## config.mk

```make
export PLATFORM = sky130hd
export DESIGN_NAME = uart_rx_buffer
export DESIGN_NICKNAME = d
export VERILOG_FILES = /design/src/rtl/uart_rx_buffer_pkg.sv /design/src/rtl/uart_rx_buffer_sync_fifo.sv /design/src/rtl/uart_rx_buffer.sv
export SDC_FILE = /design/constraint.sdc
export NUM_CORES = 1
export LEC_CHECK = 0
export ABC_AREA = 1
export CORE_MARGIN = 4
export CORE_UTILIZATION = 23
export CTS_CLUSTER_SIZE = 14
export DETAILED_ROUTE_END_ITERATION = 8
export PLACE_DENSITY_LB_ADDON = 0.1
export SKIP_CTS_REPAIR_TIMING = 1
export SLEW_MARGIN = 10
export SYNTH_ARGS = -nofsm -noshare
export SYNTH_HDL_FRONTEND = slang
export SYNTH_HIERARCHICAL = 1
export SYNTH_SLANG_ARGS = --single-unit
export TNS_END_PERCENT = 100
```

## constraint.sdc

```tcl
create_clock -name clk_10M -period 4.5 [get_ports clk_10M]
set_input_delay 0.9 -clock clk_10M [delete_from_list [all_inputs] [get_ports clk_10M]]
set_output_delay 0.9 -clock clk_10M [all_outputs]
set_load 0.01 [all_outputs]
```

## src/rtl/uart_rx_buffer_pkg.sv

```systemverilog
// Shared UART encodings: receiver/transmitter FSM states and oversampling constants.
package uart_rx_buffer_pkg;

  localparam int         OS_RATE   = 16;
  localparam logic [3:0] MID_PHASE = 4'd7;

  typedef enum logic [2:0] {
    ST_IDLE   = 3'd0,
    ST_START  = 3'd1,
    ST_DATA   = 3'd2,
    ST_PARITY = 3'd3,
    ST_STOP   = 3'd4,
    ST_BREAK  = 3'd5
  } rx_state_t;

  // Clocks per oversample tick, rounded to nearest.
  function automatic int os_div(input int clk_freq, input int baud);
    return (clk_freq + (OS_RATE * baud) / 2) / (OS_RATE * baud);
  endfunction

endpackage

```

## src/rtl/uart_rx_buffer_sync_fifo.sv

```systemverilog
// Show-ahead FIFO: head word is visible on rd_data while not empty, zero when empty.
module sync_fifo #(
  parameter int WIDTH = 8,
  parameter int DEPTH = 16
) (
  input  logic                     clk_10M,
  input  logic                     reset_of_clk10M,
  input  logic                     push,
  input  logic [WIDTH-1:0]         wr_data,
  input  logic                     pop,
  output logic [WIDTH-1:0]         rd_data,
  output logic                     empty,
  output logic                     full,
  output logic [$clog2(DEPTH):0]   count,
  output logic                     push_ok
);

  localparam int             AW       = $clog2(DEPTH);
  localparam logic [AW:0]    FULL_CNT = DEPTH[AW:0];

  logic [WIDTH-1:0] mem [DEPTH];
  logic [AW-1:0]    wr_ptr;
  logic [AW-1:0]    rd_ptr;
  logic             pop_ok;

  assign empty   = (count == '0);
  assign full    = (count == FULL_CNT);
  assign pop_ok  = pop && !empty;
  // A pop in the same cycle frees the slot, so a push into a full FIFO still lands.
  assign push_ok = push && (!full || pop_ok);
  assign rd_data = empty ? '0 : mem[rd_ptr];

  always_ff @(posedge clk_10M or posedge reset_of_clk10M) begin
    if (reset_of_clk10M) begin
      wr_ptr <= '0;
      rd_ptr <= '0;
      count  <= '0;
    end else begin
      if (push_ok) wr_ptr <= wr_ptr + 1'b1;
      if (pop_ok)  rd_ptr <= rd_ptr + 1'b1;
      case ({push_ok, pop_ok})
        2'b10:   count <= count + 1'b1;
        2'b01:   count <= count - 1'b1;
        default: count <= count;
      endcase
    end
  end

  always_ff @(posedge clk_10M) begin
    if (push_ok) mem[wr_ptr] <= wr_data;
  end

endmodule

```

## src/rtl/uart_rx_buffer.sv

```systemverilog
// Oversampled 8N1 receiver feeding a show-ahead byte FIFO with sticky overrun/frame flags.
// Define UART_RX_PARITY_EN for 8E1 frames (adds the PARITY state and check).
module uart_rx_buffer
  import uart_rx_buffer_pkg::*;
#(
  parameter int CLK_FREQ   = 10_000_000,
  parameter int BAUD       = 9600,
  parameter int FIFO_DEPTH = 16
) (
  input  logic                          clk_10M,
  input  logic                          reset_of_clk10M,
  input  logic                          rxd,
  input  logic                          rd_en,
  input  logic                          clr_err,
  output logic [7:0]                    rd_data,
  output logic                          data_valid,
  output logic                          fifo_full,
  output logic [$clog2(FIFO_DEPTH):0]   fifo_count,
  output logic                          overrun,
  output logic                          frame_err
);

  // states: IDLE wait falling edge | START confirm start bit | DATA 8 bits LSB first |
  //         PARITY even-parity bit | STOP check stop, push | BREAK wait line high
  localparam int            OS_DIV    = os_div(CLK_FREQ, BAUD);
  localparam int            TW        = $clog2(OS_DIV + 1);
  localparam logic [TW-1:0] TICK_LAST = TW'(OS_DIV - 1);

  rx_state_t     state, state_nx;
  logic          rxd_m, rxd_s, rxd_d;
  logic [TW-1:0] tick_cnt;
  logic [3:0]    phase;
  logic [2:0]    bit_cnt;
  logic [7:0]    shreg;
  logic          os_tick, mid;
  logic          push, push_ok, set_ferr, shift_en;
  logic          fifo_empty;
`ifdef UART_RX_PARITY_EN
  logic          par_bad;
`endif

  always_ff @(posedge clk_10M or posedge reset_of_clk10M) begin
    if (reset_of_clk10M) begin
      rxd_m <= 1'b1;
      rxd_s <= 1'b1;
      rxd_d <= 1'b1;
    end else begin
      rxd_m <= rxd;
      rxd_s <= rxd_m;
      rxd_d <= rxd_s;
    end
  end

  assign os_tick = (state != ST_IDLE) && (tick_cnt == TICK_LAST);
  assign mid     = os_tick && (phase == MID_PHASE);

  always_ff @(posedge clk_10M or posedge reset_of_clk10M) begin
    if (reset_of_clk10M) begin
      tick_cnt <= '0;
      phase    <= '0;
    end else if (state == ST_IDLE) begin
      tick_cnt <= '0;
      phase    <= '0;
    end else begin
      tick_cnt <= os_tick ? '0 : tick_cnt + 1'b1;
      if (os_tick) phase <= phase + 1'b1;
    end
  end

  always_ff @(posedge clk_10M or posedge reset_of_clk10M) begin
    if (reset_of_clk10M) state <= ST_IDLE;
    else                 state <= state_nx;
  end

  always_comb begin
    state_nx = state;
    push     = 1'b0;
    set_ferr = 1'b0;
    shift_en = 1'b0;
    case (state)
      ST_IDLE:  if (rxd_d && !rxd_s) state_nx = ST_START;
      ST_START: if (mid) state_nx = rxd_s ? ST_IDLE : ST_DATA;
      ST_DATA: begin
        if (mid) begin
          shift_en = 1'b1;
`ifdef UART_RX_PARITY_EN
          if (bit_cnt == 3'd7) state_nx = ST_PARITY;
`else
          if (bit_cnt == 3'd7) state_nx = ST_STOP;
`endif
        end
      end
`ifdef UART_RX_PARITY_EN
      ST_PARITY: begin
        if (mid) begin
          set_ferr = (rxd_s != ^shreg);
          state_nx = ST_STOP;
        end
      end
`endif
      ST_STOP: begin
        if (mid) begin
          if (rxd_s) begin
`ifdef UART_RX_PARITY_EN
            push = !par_bad;
`else
            push = 1'b1;
`endif
            state_nx = ST_IDLE;
          end else begin
            set_ferr = 1'b1;
            state_nx = ST_BREAK;
          end
        end
      end
      ST_BREAK: if (rxd_s) state_nx = ST_IDLE;
      default:  state_nx = ST_IDLE;
    endcase
  end

  always_ff @(posedge clk_10M or posedge reset_of_clk10M) begin
    if (reset_of_clk10M) begin
      shreg   <= '0;
      bit_cnt <= '0;
    end else begin
      if (state == ST_IDLE) bit_cnt <= '0;
      if (shift_en) begin
        shreg   <= {rxd_s, shreg[7:1]};
        bit_cnt <= bit_cnt + 1'b1;
      end
    end
  end

`ifdef UART_RX_PARITY_EN
  always_ff @(posedge clk_10M or posedge reset_of_clk10M) begin
    if (reset_of_clk10M)                 par_bad <= 1'b0;
    else if (state == ST_IDLE)           par_bad <= 1'b0;
    else if (state == ST_PARITY && mid)  par_bad <= (rxd_s != ^shreg);
  end
`endif

  // Set events take priority over clr_err in the same cycle.
  always_ff @(posedge clk_10M or posedge reset_of_clk10M) begin
    if (reset_of_clk10M) begin
      overrun   <= 1'b0;
      frame_err <= 1'b0;
    end else begin
      if (push && !push_ok) overrun <= 1'b1;
      else if (clr_err)     overrun <= 1'b0;
      if (set_ferr)         frame_err <= 1'b1;
      else if (clr_err)     frame_err <= 1'b0;
    end
  end

  sync_fifo #(
    .WIDTH (8),
    .DEPTH (FIFO_DEPTH)
  ) u_fifo (
    .clk_10M         (clk_10M),
    .reset_of_clk10M (reset_of_clk10M),
    .push            (push),
    .wr_data         (shreg),
    .pop             (rd_en),
    .rd_data         (rd_data),
    .empty           (fifo_empty),
    .full            (fifo_full),
    .count           (fifo_count),
    .push_ok         (push_ok)
  );

  assign data_valid = !fifo_empty;

endmodule

```

==> results.yml, run 1 <==
clocking:
  cts.sinks: 171
  cts_made_buffers: 17
  clock_path_buffers: 2
  root_buffer: "clkbuf_16"
  path_clk_slew_ns: 0.07
  htreeDepth: 4
  clk_latency_ns: 0.43
  cts_tree: "built"
setup_path:
  cp-start-kind: "register"
  critPathRequiredTime_ns: 3.60
  worstSetupPathType: "register to output port"
  path_delay_family: "buffers and inverters"
  cp_slowest_cell: "inv_1"
  end_kind: "output port"
  arrival_ns: 2.79
  crit_chain: "inv_1 -> buf_4 -> nand3_1 -> nand3_1 -> nand2_1 -> nand2_1 -> a21oi_1 -> clkdlybuf4s50_1"
  path_buf_inv: 3
  critPathMaxStageDelay_ns: 0.55
  cp_max_fo: 17
flow_run:
  cap_violations: 0
global_route:
  grt_pass1_wl_um: 30100
  grt_overflow_total: 0
  grt_max_degree: 67
  first_global_vias: 4927
  track_usage_pct: 11.2
  antenna_found_initial: 0
power_and_ir_drop:
  internal_power_uw: 3130
  clockPowerShare_pct: 31.9
  seq_power_share_pct: 38.4
  pwr-share-comb_pct: 29.7
  irDropWorstVdd_mv: 0.261
  p_per_area_mw_per_mm2: 554
  p_leak_uw: 0.00356
  power.net_switching_uw: 1700
  sw_frac_of_total_pct: 35.2
  power_uw: 4840
routing:
  route.detailed.drc: 0
  ant_nets: 0
  drtIter0Drc: 238
  dr.pass1.iters: 4
  wl_per_cell_um: 16.5
  drt_wl_total_um: 19200
  via_per_inst: 4.16
  vias: 4839
timing:
  setup_tns_ns: 0
  hold_viol: 0
  worstMarginPinSlew_ns: 1.04
  finalMaxSlewViolations: 0
  maxSlewHeadroom_pct: 30.4
  min_period_over_period_pct: 82.0
  post-route-min-period_ns: 3.69
  clock_skew_ns: 0.0125
  rsz0062_at_grt: "no"
  fmax_ghz: 0.271
  setup_viol: 0
placed_design:
  hpwl_um: 12000
  port_buffers: 21
  routabilityCongestion: 0.733
  place_area_mm2: 0.00812
floorplan:
  die_w_um: 188
  core-area_mm2: 0.0318
  pin_count: 22
  start_util_pct: 23.5
  die_h_um: 188
  row_count: 65
  dieArea_mm2: 0.0354
finish:
  fillers: 3334
  multi_input_area_mm2: 0.00222
  syn2layout_area_growth_pct: 16.9
  fin_nets: 735
  final_util_pct: 27.5
  fin_area_mm2: 0.00873
  seqCellArea_mm2: 0.00492
  n_antenna_cell: 0
  layout-drive-gt1-share_pct: 8.24
logic_synthesis:
  synth_seq_cells: 171
  syn_area_per_cell_um2: 10.7
  ys_warn_count: 6
  synth.area.top_cells: "edfxtp_1 51%, dfrtp_1 13%, nand2_1 11%"
  syn-num-nets: 715
  synth_cells: 696
  synth_cell_types: 38
  synth_top_area_share_pct: 51.5
  netlist_area_mm2: 0.00747
  ys_seq_area_share_pct: 65.9
  yosys.area.top_type: "edfxtp_1"
status:
  outcome: "complete, no violations"
min_path:
  worstHoldPathType: "register to register"
==> state kept, by name, summed over array words and instances (netlist names) <==
signal         flops
rxd_m              1
frame_err          1
rxd_s              1
tick_cnt           7
rxd_d              1
u_fifo/wr_ptr      4
u_fifo/mem       128
u_fifo/count       5
u_fifo/rd_ptr      4
overrun            1
shreg              8
phase              4
bit_cnt            3
state              3
==> cell families after synthesis <==
kind of cell | share of synthesized area [%]
AO/OA/AOI/OAI | 2.18
adder cells (fa/ha/maj) | 2.45
buffers and inverters | 4.34
flip-flops | 65.9
XOR/XNOR | 1.27
AND/OR/NAND/NOR | 23.8
==> cell usage after synthesis (all sizes together) <==
master / count
nand4: 3
a21o: 1
xor2: 9
clkbuf: 4
nand3b: 1
dfstp: 3
o21a: 1
ha: 13
buf: 22
o21ai: 9
xnor2: 1
clkinv: 4
nor2: 41
edfxtp: 128
fa: 1
nand3: 121
dfrtp: 40
nor3: 6
a21oi: 17
inv: 39
o22ai: 1
nand2: 231
==> cell type report <==
| class | count | area share (%) |
|---|---|---|
| multi-input combinational | 456 | 25.4 |
| tap | 435 | 6.23 |
| clock inverter | 13 | 2.05 |
| sequential | 171 | 56.4 |
| clock buffer | 18 | 4.92 |
| inverter | 43 | 1.89 |
| timing repair buffer | 27 | 3.07 |
==> power groups by stage <==
stage	Sequential (uW)	Clock, uW	Combinational (uW)
6_report	1860	1540	1440
5_1_grt	1870	1670	1610
4_1_cts	1860	1600	1470
3_5_place_dp	1890	0	1470
3_3_place_gp	1890	0	1460
2_1_floorplan	1850	0	1000
==> placed cells by master (no fill, tap or decap), types with 3 or more instances in the layout <==
cell             instances
nand3_2                  3
nor2_1                  37
dfstp_2                  3
a21oi_1                 17
xor2_1                   8
buf_4                    5
edfxtp_1               128
inv_6                    6
ha_1                    13
nor3_1                   5
inv_2                    3
o21ai_0                  8
clkdlybuf4s50_1         21
nand4_1                  3
dfrtp_1                 39
clkinv_1                 3
clkbuf_16               17
bufinv_16                3
nand3_1                117
inv_1                   35
nand2_1                228
==> per-stage QoR <==
| stage | instances | setup WS [ns] | hold WS (ns) |
|---|---|---|---|
| 3_3_place_gp | 1132 | 1.12 | 0.346 |
| 2_1_floorplan | 696 | 1.78 | 0.345 |
| 5_1_grt | 1163 | 0.605 | 0.376 |
| 4_1_cts | 1163 | 0.749 | 0.365 |
| 3_5_place_dp | 1132 | 1.06 | 0.348 |
| 6_report | 1163 | 0.812 | 0.365 |
==> final timing paths <==
path                                     to  slack, ns        startpoint  depth (start not counted)
min in group asynchronous          state[0]       0.74   reset_of_clk10M                          2
max reg2reg                u_fifo/mem[0][7]       1.15          phase[0]                          9
max in group asynchronous  u_fifo/rd_ptr[0]       3.08   reset_of_clk10M                          2
min                                   rxd_s       0.36             rxd_m                          0
min reg2reg                           rxd_s       0.36             rxd_m                          0
max                              rd_data[7]       0.81  u_fifo/rd_ptr[1]                          8
==> metal layers <==
layer  vias up  share of wire [%]  routed length [um]  track usage [%]
li1       2388                  -                   -                -
met3         9                3.0                 576             2.11
met2        62                 45                8660             17.1
met1      2380                 51                9740             16.4
met5         -                  0                   0                0
met4         0               0.90                 172             3.22
Note: power is estimated with default switching activity, not from simulation.
==> run 2, diff against run 1 <==
- clock period: 4.5 -> 3.2 ns (I/O delays scaled with it)
==> run 2 against run 1 <==
  * Worst hold slack lost 0.0079 ns
  * Sequential power grew 39%
  * Clock skew shrank 0.0018 ns
  * Non-clock buffer count grew 27
  * Sequential cell count is the same
  * Sequential share of layout area shrank 1.6 points
  * Worst setup slack lost 0.63 ns
  * Critical path depth grew 1
  * Critical path type unchanged
==> results.yml, run 2 (synthesized netlist as in run 1, its figures left out) <==
global_route:
  antenna_found_initial: 0
  first_global_vias: 4944
  grt_max_degree: 45
  grt_overflow_total: 0
  track_usage_pct: 11.0
  grt_pass1_wl_um: 29700
floorplan:
  die_w_um: 188
  pin_count: 22
  die_h_um: 188
  core-area_mm2: 0.0318
  dieArea_mm2: 0.0354
  row_count: 65
  start_util_pct: 23.5
clocking:
  cts_made_buffers: 17
  htreeDepth: 4
  root_buffer: "clkbuf_16"
  path_clk_slew_ns: 0.07
  clock_path_buffers: 2
  cts_tree: "built"
  clk_latency_ns: 0.42
  cts.sinks: 171
setup_path:
  arrival_ns: 2.38
  reg2reg_to: "u_fifo/count[4]"
  r2r_slack_ns: 0.31
  critPathMaxStageDelay_ns: 0.56
  worstRegToRegCells: 17
  cp-start-kind: "register"
  cp_max_fo: 36
  crit_start: "u_fifo/rd_ptr[0]"
  cp_common_cell: "nand2_1"
  reg2reg_from: "phase[0]"
  end_kind: "output port"
  critPathRequiredTime_ns: 2.56
  crit_chain: "inv_2 -> buf_12 -> nand2_1 -> nand3_1 -> nand3_1 -> nand2_1 -> nand2_1 -> a21oi_1 -> clkdlybuf4s50_1"
  critical_path.endpoint: "rd_data[2]"
  worstSetupPathType: "register to output port"
  cp_slowest_cell: "clkdlybuf4s50_1"
finish:
  final_util_pct: 28.3
  fillers: 3293
  reg_top3: "u_fifo/mem x128, shreg x8, tick_cnt x7"
  layout_commonest_cell: "nand2_1"
  fin_nets: 762
  fin_cells: 1191
  seqCellArea_mm2: 0.00492
  layout_common_cells: "228 x nand2_1, 128 x edfxtp_1, 117 x nand3_1"
  layout-drive-gt1-share_pct: 11.8
  syn2layout_area_growth_pct: 20.3
  multi_input_area_mm2: 0.00222
  fin_area_mm2: 0.00898
  largest_reg_flops: 128
  top_register: "u_fifo/mem"
routing:
  dr.pass1.iters: 5
  drt_wl_total_um: 19000
  ant_nets: 0
  route.detailed.drc: 0
  wl_per_cell_um: 15.9
  via_per_inst: 4.17
  drtIter0Drc: 277
  vias: 4966
flow_run:
  cap_violations: 0
timing:
  whs_ns: 0.357
  clock_skew_ns: 0.0108
  maxSlewHeadroom_pct: 41.3
  finalMaxSlewViolations: 0
  post-route-min-period_ns: 3.02
  setup_viol: 0
  setup_tns_ns: 0
  rsz0062_at_grt: "no"
  min_period_over_period_pct: 94.4
  fmax_ghz: 0.331
  worstMarginPinSlew_ns: 0.881
  hold_viol: 0
power_and_ir_drop:
  p_per_area_mw_per_mm2: 774
  seq_power_share_pct: 37.1
  p_leak_uw: 0.00380
  power.net_switching_uw: 2440
  pwr-share-comb_pct: 31.5
  clockPowerShare_pct: 31.3
  irDropWorstVdd_mv: 0.345
  sw_frac_of_total_pct: 35.1
  internal_power_uw: 4510
placed_design:
  port_buffers: 21
  place_inst: 1154
  routabilityCongestion: 0.747
  place_area_mm2: 0.00831
  hpwl_um: 12300
status:
  outcome: "complete, no violations"
min_path:
  worstHoldPathType: "register to register"
[run 2: cell count changes in the layout (fill, tap and decap cells not counted), moves of 2 or more]
cell | before | now
clkinv_4 | 2 | 0
dlymetal6s2s_1 | 0 | 6
buf_12 | 1 | 3
buf_4 | 5 | 29
clkinv_2 | 1 | 3
clkdlybuf4s50_1 | 21 | 15
[run 2: area by class of cell]
| cell class | instances | area share, % |
|---|---|---|
| clock inverter | 14 | 2.03 |
| tap | 435 | 6.06 |
| timing repair buffer | 54 | 5.72 |
| multi-input combinational | 456 | 24.7 |
| clock buffer | 17 | 4.74 |
| sequential | 171 | 54.8 |
| antenna | 1 | 0.0279 |
| inverter | 43 | 1.88 |
[run 2: critical path: cells and delay by family, from the launching register on]
family | cells | cell delay [ns]
AOI/OAI and AO/OA | 1 | 0.15
buffers and inverters | 3 | 0.86
DFF | 1 | 0.44
and+or+nand+nor | 5 | 0.48
[run 2: how the worst min path moves through the flow]
stage / from / to / slack, ns / depth (start not counted)
final: rxd_m / rxd_s / 0.36 / 0
after global routing: rxd_m / rxd_s / 0.36 / 0
after CTS: rxd_m / rxd_s / 0.36 / 0
after detailed placement: rxd_m / rxd_s / 0.35 / 0
after global placement: rxd_m / rxd_s / 0.35 / 0
after floorplan: rxd_m / rxd_s / 0.35 / 0
[run 2: per-stage QoR]
stage	total power [uW]	setup WS [ns]
finish	6960	0.181
global route	7420	0.0296
CTS	7050	-0.00338
detailed placement	4830	0.351
global placement	4820	0.470
floorplan	4010	0.475
[run 2: per-layer routing]
layer / vias to the layer above / global-route usage, % / wire (um)
met1: 2412 / 15.2 / 9110
met5: - / 0 / 0
li1: 2444 / - / -
met3: 18 / 2.50 / 672
met2: 92 / 17.4 / 8970
met4: 0 / 3.30 / 237
[run 2: power groups by stage]
stage          clock network, uW  registers (uW)  logic (uW)
6_report                    2180            2580        2190
5_1_grt                     2350            2600        2460
4_1_cts                     2260            2580        2210
3_5_place_dp                   0            2630        2200
3_3_place_gp                   0            2630        2200
2_1_floorplan                  0            2600        1410
==> run 3, diff against run 2 <==
- CELL_PAD_IN_SITES_DETAIL_PLACEMENT: not set -> 0
- CELL_PAD_IN_SITES_GLOBAL_PLACEMENT: not set -> 1
- SETUP_SLACK_MARGIN: not set -> 0.3
==> run 3 against run 2 <==
  * Fmax is 12% higher
  * Wire length is 2.5% higher
  * Register-to-register slack better by 0.33 ns
  * Total power is 1.8% lower
  * Non-clock buffer count is 6 lower
  * Critical path type unchanged
  * Critical endpoint is now rd_data[4]
==> results.yml, run 3 (synthesized netlist as in run 1, its figures left out) <==
placed_design:
  place_inst: 1153
  routabilityCongestion: 0.728
  port_buffers: 21
  hpwl_um: 12700
finish:
  n_antenna_cell: 0
  syn2layout_area_growth_pct: 19.9
  reg_top3: "u_fifo/mem x128, shreg x8, tick_cnt x7"
  fin_cells: 1185
  layout_common_cells: "228 x nand2_1, 128 x edfxtp_1, 115 x nand3_1"
  layout-drive-gt1-share_pct: 11.6
  fin_nets: 756
  layout_commonest_cell: "nand2_1"
  largest_reg_flops: 128
  top_register: "u_fifo/mem"
  final_util_pct: 28.2
floorplan:
  pin_count: 22
  dieArea_mm2: 0.0354
  die_h_um: 188
  die_w_um: 188
  core-area_mm2: 0.0318
  start_util_pct: 23.5
  row_count: 65
timing:
  maxSlewHeadroom_pct: 45.4
  worstMarginPinSlew_ns: 0.819
  finalMaxSlewViolations: 0
  clock_skew_ns: 0.0170
  hold_viol: 0
  setup_viol: 0
  rsz0062_at_grt: "yes"
  fmax_ghz: 0.371
  setup_tns_ns: 0
  min_period_over_period_pct: 84.3
  post-route-min-period_ns: 2.70
setup_path:
  critPathRequiredTime_ns: 2.56
  crit_start: "u_fifo/rd_ptr[2]"
  critical_path.endpoint: "rd_data[4]"
  r2r_slack_ns: 0.64
  reg2reg_to: "u_fifo/count[4]"
  worstRegToRegCells: 17
  end_kind: "output port"
  worstSetupPathType: "register to output port"
  arrival_ns: 2.06
  reg2reg_from: "phase[0]"
  cp-start-kind: "register"
  cp_max_fo: 14
routing:
  dr.pass1.iters: 4
  vias: 4925
  ant_nets: 0
  drt_wl_total_um: 19500
  drtIter0Drc: 273
  wl_per_cell_um: 16.4
  route.detailed.drc: 0
  via_per_inst: 4.16
flow_run:
  cap_violations: 0
power_and_ir_drop:
  sw_frac_of_total_pct: 35.1
  irDropWorstVdd_mv: 0.337
  power_uw: 6830
  power.net_switching_uw: 2400
  pwr-share-comb_pct: 31.2
  clockPowerShare_pct: 30.7
  p_leak_uw: 0.00379
  p_per_area_mw_per_mm2: 763
  internal_power_uw: 4430
  seq_power_share_pct: 38.1
clocking:
  clk_latency_ns: 0.42
  cts_tree: "built"
  root_buffer: "clkbuf_16"
  clock_path_buffers: 2
  cts_made_buffers: 17
  htreeDepth: 4
  path_clk_slew_ns: 0.06
  cts.sinks: 171
global_route:
  grt_max_degree: 41
  antenna_found_initial: 0
  track_usage_pct: 11.2
  grt_overflow_total: 0
  first_global_vias: 5003
  grt_pass1_wl_um: 30300
min_path:
  worstHoldPathType: "register to register"
status:
  outcome: "complete, no violations"
-- run 3: cell count changes in the layout (fill, tap and decap cells not counted), sizes merged --
| cell | previous run | this run |
|---|---|---|
| clkbuf | 17 | 21 |
| clkinvlp | 2 | 4 |
| diode | 1 | 0 |
| dlymetal6s2s | 6 | 8 |
| clkinv | 6 | 4 |
| bufinv | 3 | 2 |
| clkdlybuf4s50 | 15 | 13 |
| inv | 46 | 44 |
| buf | 33 | 27 |
-- run 3: final cells by class --
cell class | instances | area (um^2)
clock buffers | 21 | 460
inverters | 43 | 169
well taps | 435 | 544
clock inverters | 11 | 134
fillers | 3309 | 22800
repair buffers | 48 | 482
multi-input cells | 456 | 2240
flip-flops and latches | 171 | 4930
-- run 3: metal layers --
layer | wire, um | GRT usage (%) | share of wire [%] | vias up
met5 | 0 | 0 | 0 | -
met4 | 133 | 2.03 | 0.68 | 0
met3 | 707 | 2.26 | 3.6 | 6
met2 | 9420 | 18.6 | 48 | 78
met1 | 9200 | 15.5 | 47 | 2404
li1 | - | - | - | 2437
-- run 3: worst min-delay path by stage --
stage / endpoint / from / depth (start not counted)
2_1_floorplan: rxd_s / rxd_m / 0
3_3_place_gp: rxd_s / rxd_m / 0
3_5_place_dp: rxd_s / rxd_m / 0
4_1_cts: rxd_s / rxd_m / 0
5_1_grt: rxd_s / rxd_m / 0
6_report: rxd_s / rxd_m / 0
-- run 3: stage by stage --
stage               worst slack (ns)  hold slack (ns)  instance area [um^2]
finish                         0.501            0.358                  8950
global route                   0.291            0.357                  8950
CTS                          -0.0449            0.356                  8890
detailed placement             0.335            0.347                  8290
global placement               0.396            0.346                  8290
floorplan                      0.475            0.345                  7470
-- run 3: critical path, cell delays in order (launching register included) --
cell and delay [ns]:
dfrtp_1 0.35, clkinv_1 0.48, buf_4 0.37, nand3_1 0.08, nand2_1 0.05, nand2_1 0.07
a21oi_1 0.07, dlymetal6s2s_1 0.18
-- run 3: power by group through the flow --
stage | sequential (uW) | combinational, uW | clock (uW)
after floorplan | 2600 | 1410 | 0
after global placement | 2640 | 2170 | 0
after detailed placement | 2640 | 2170 | 0
after CTS | 2600 | 2180 | 2180
after global routing | 2620 | 2410 | 2270
final | 2600 | 2130 | 2100
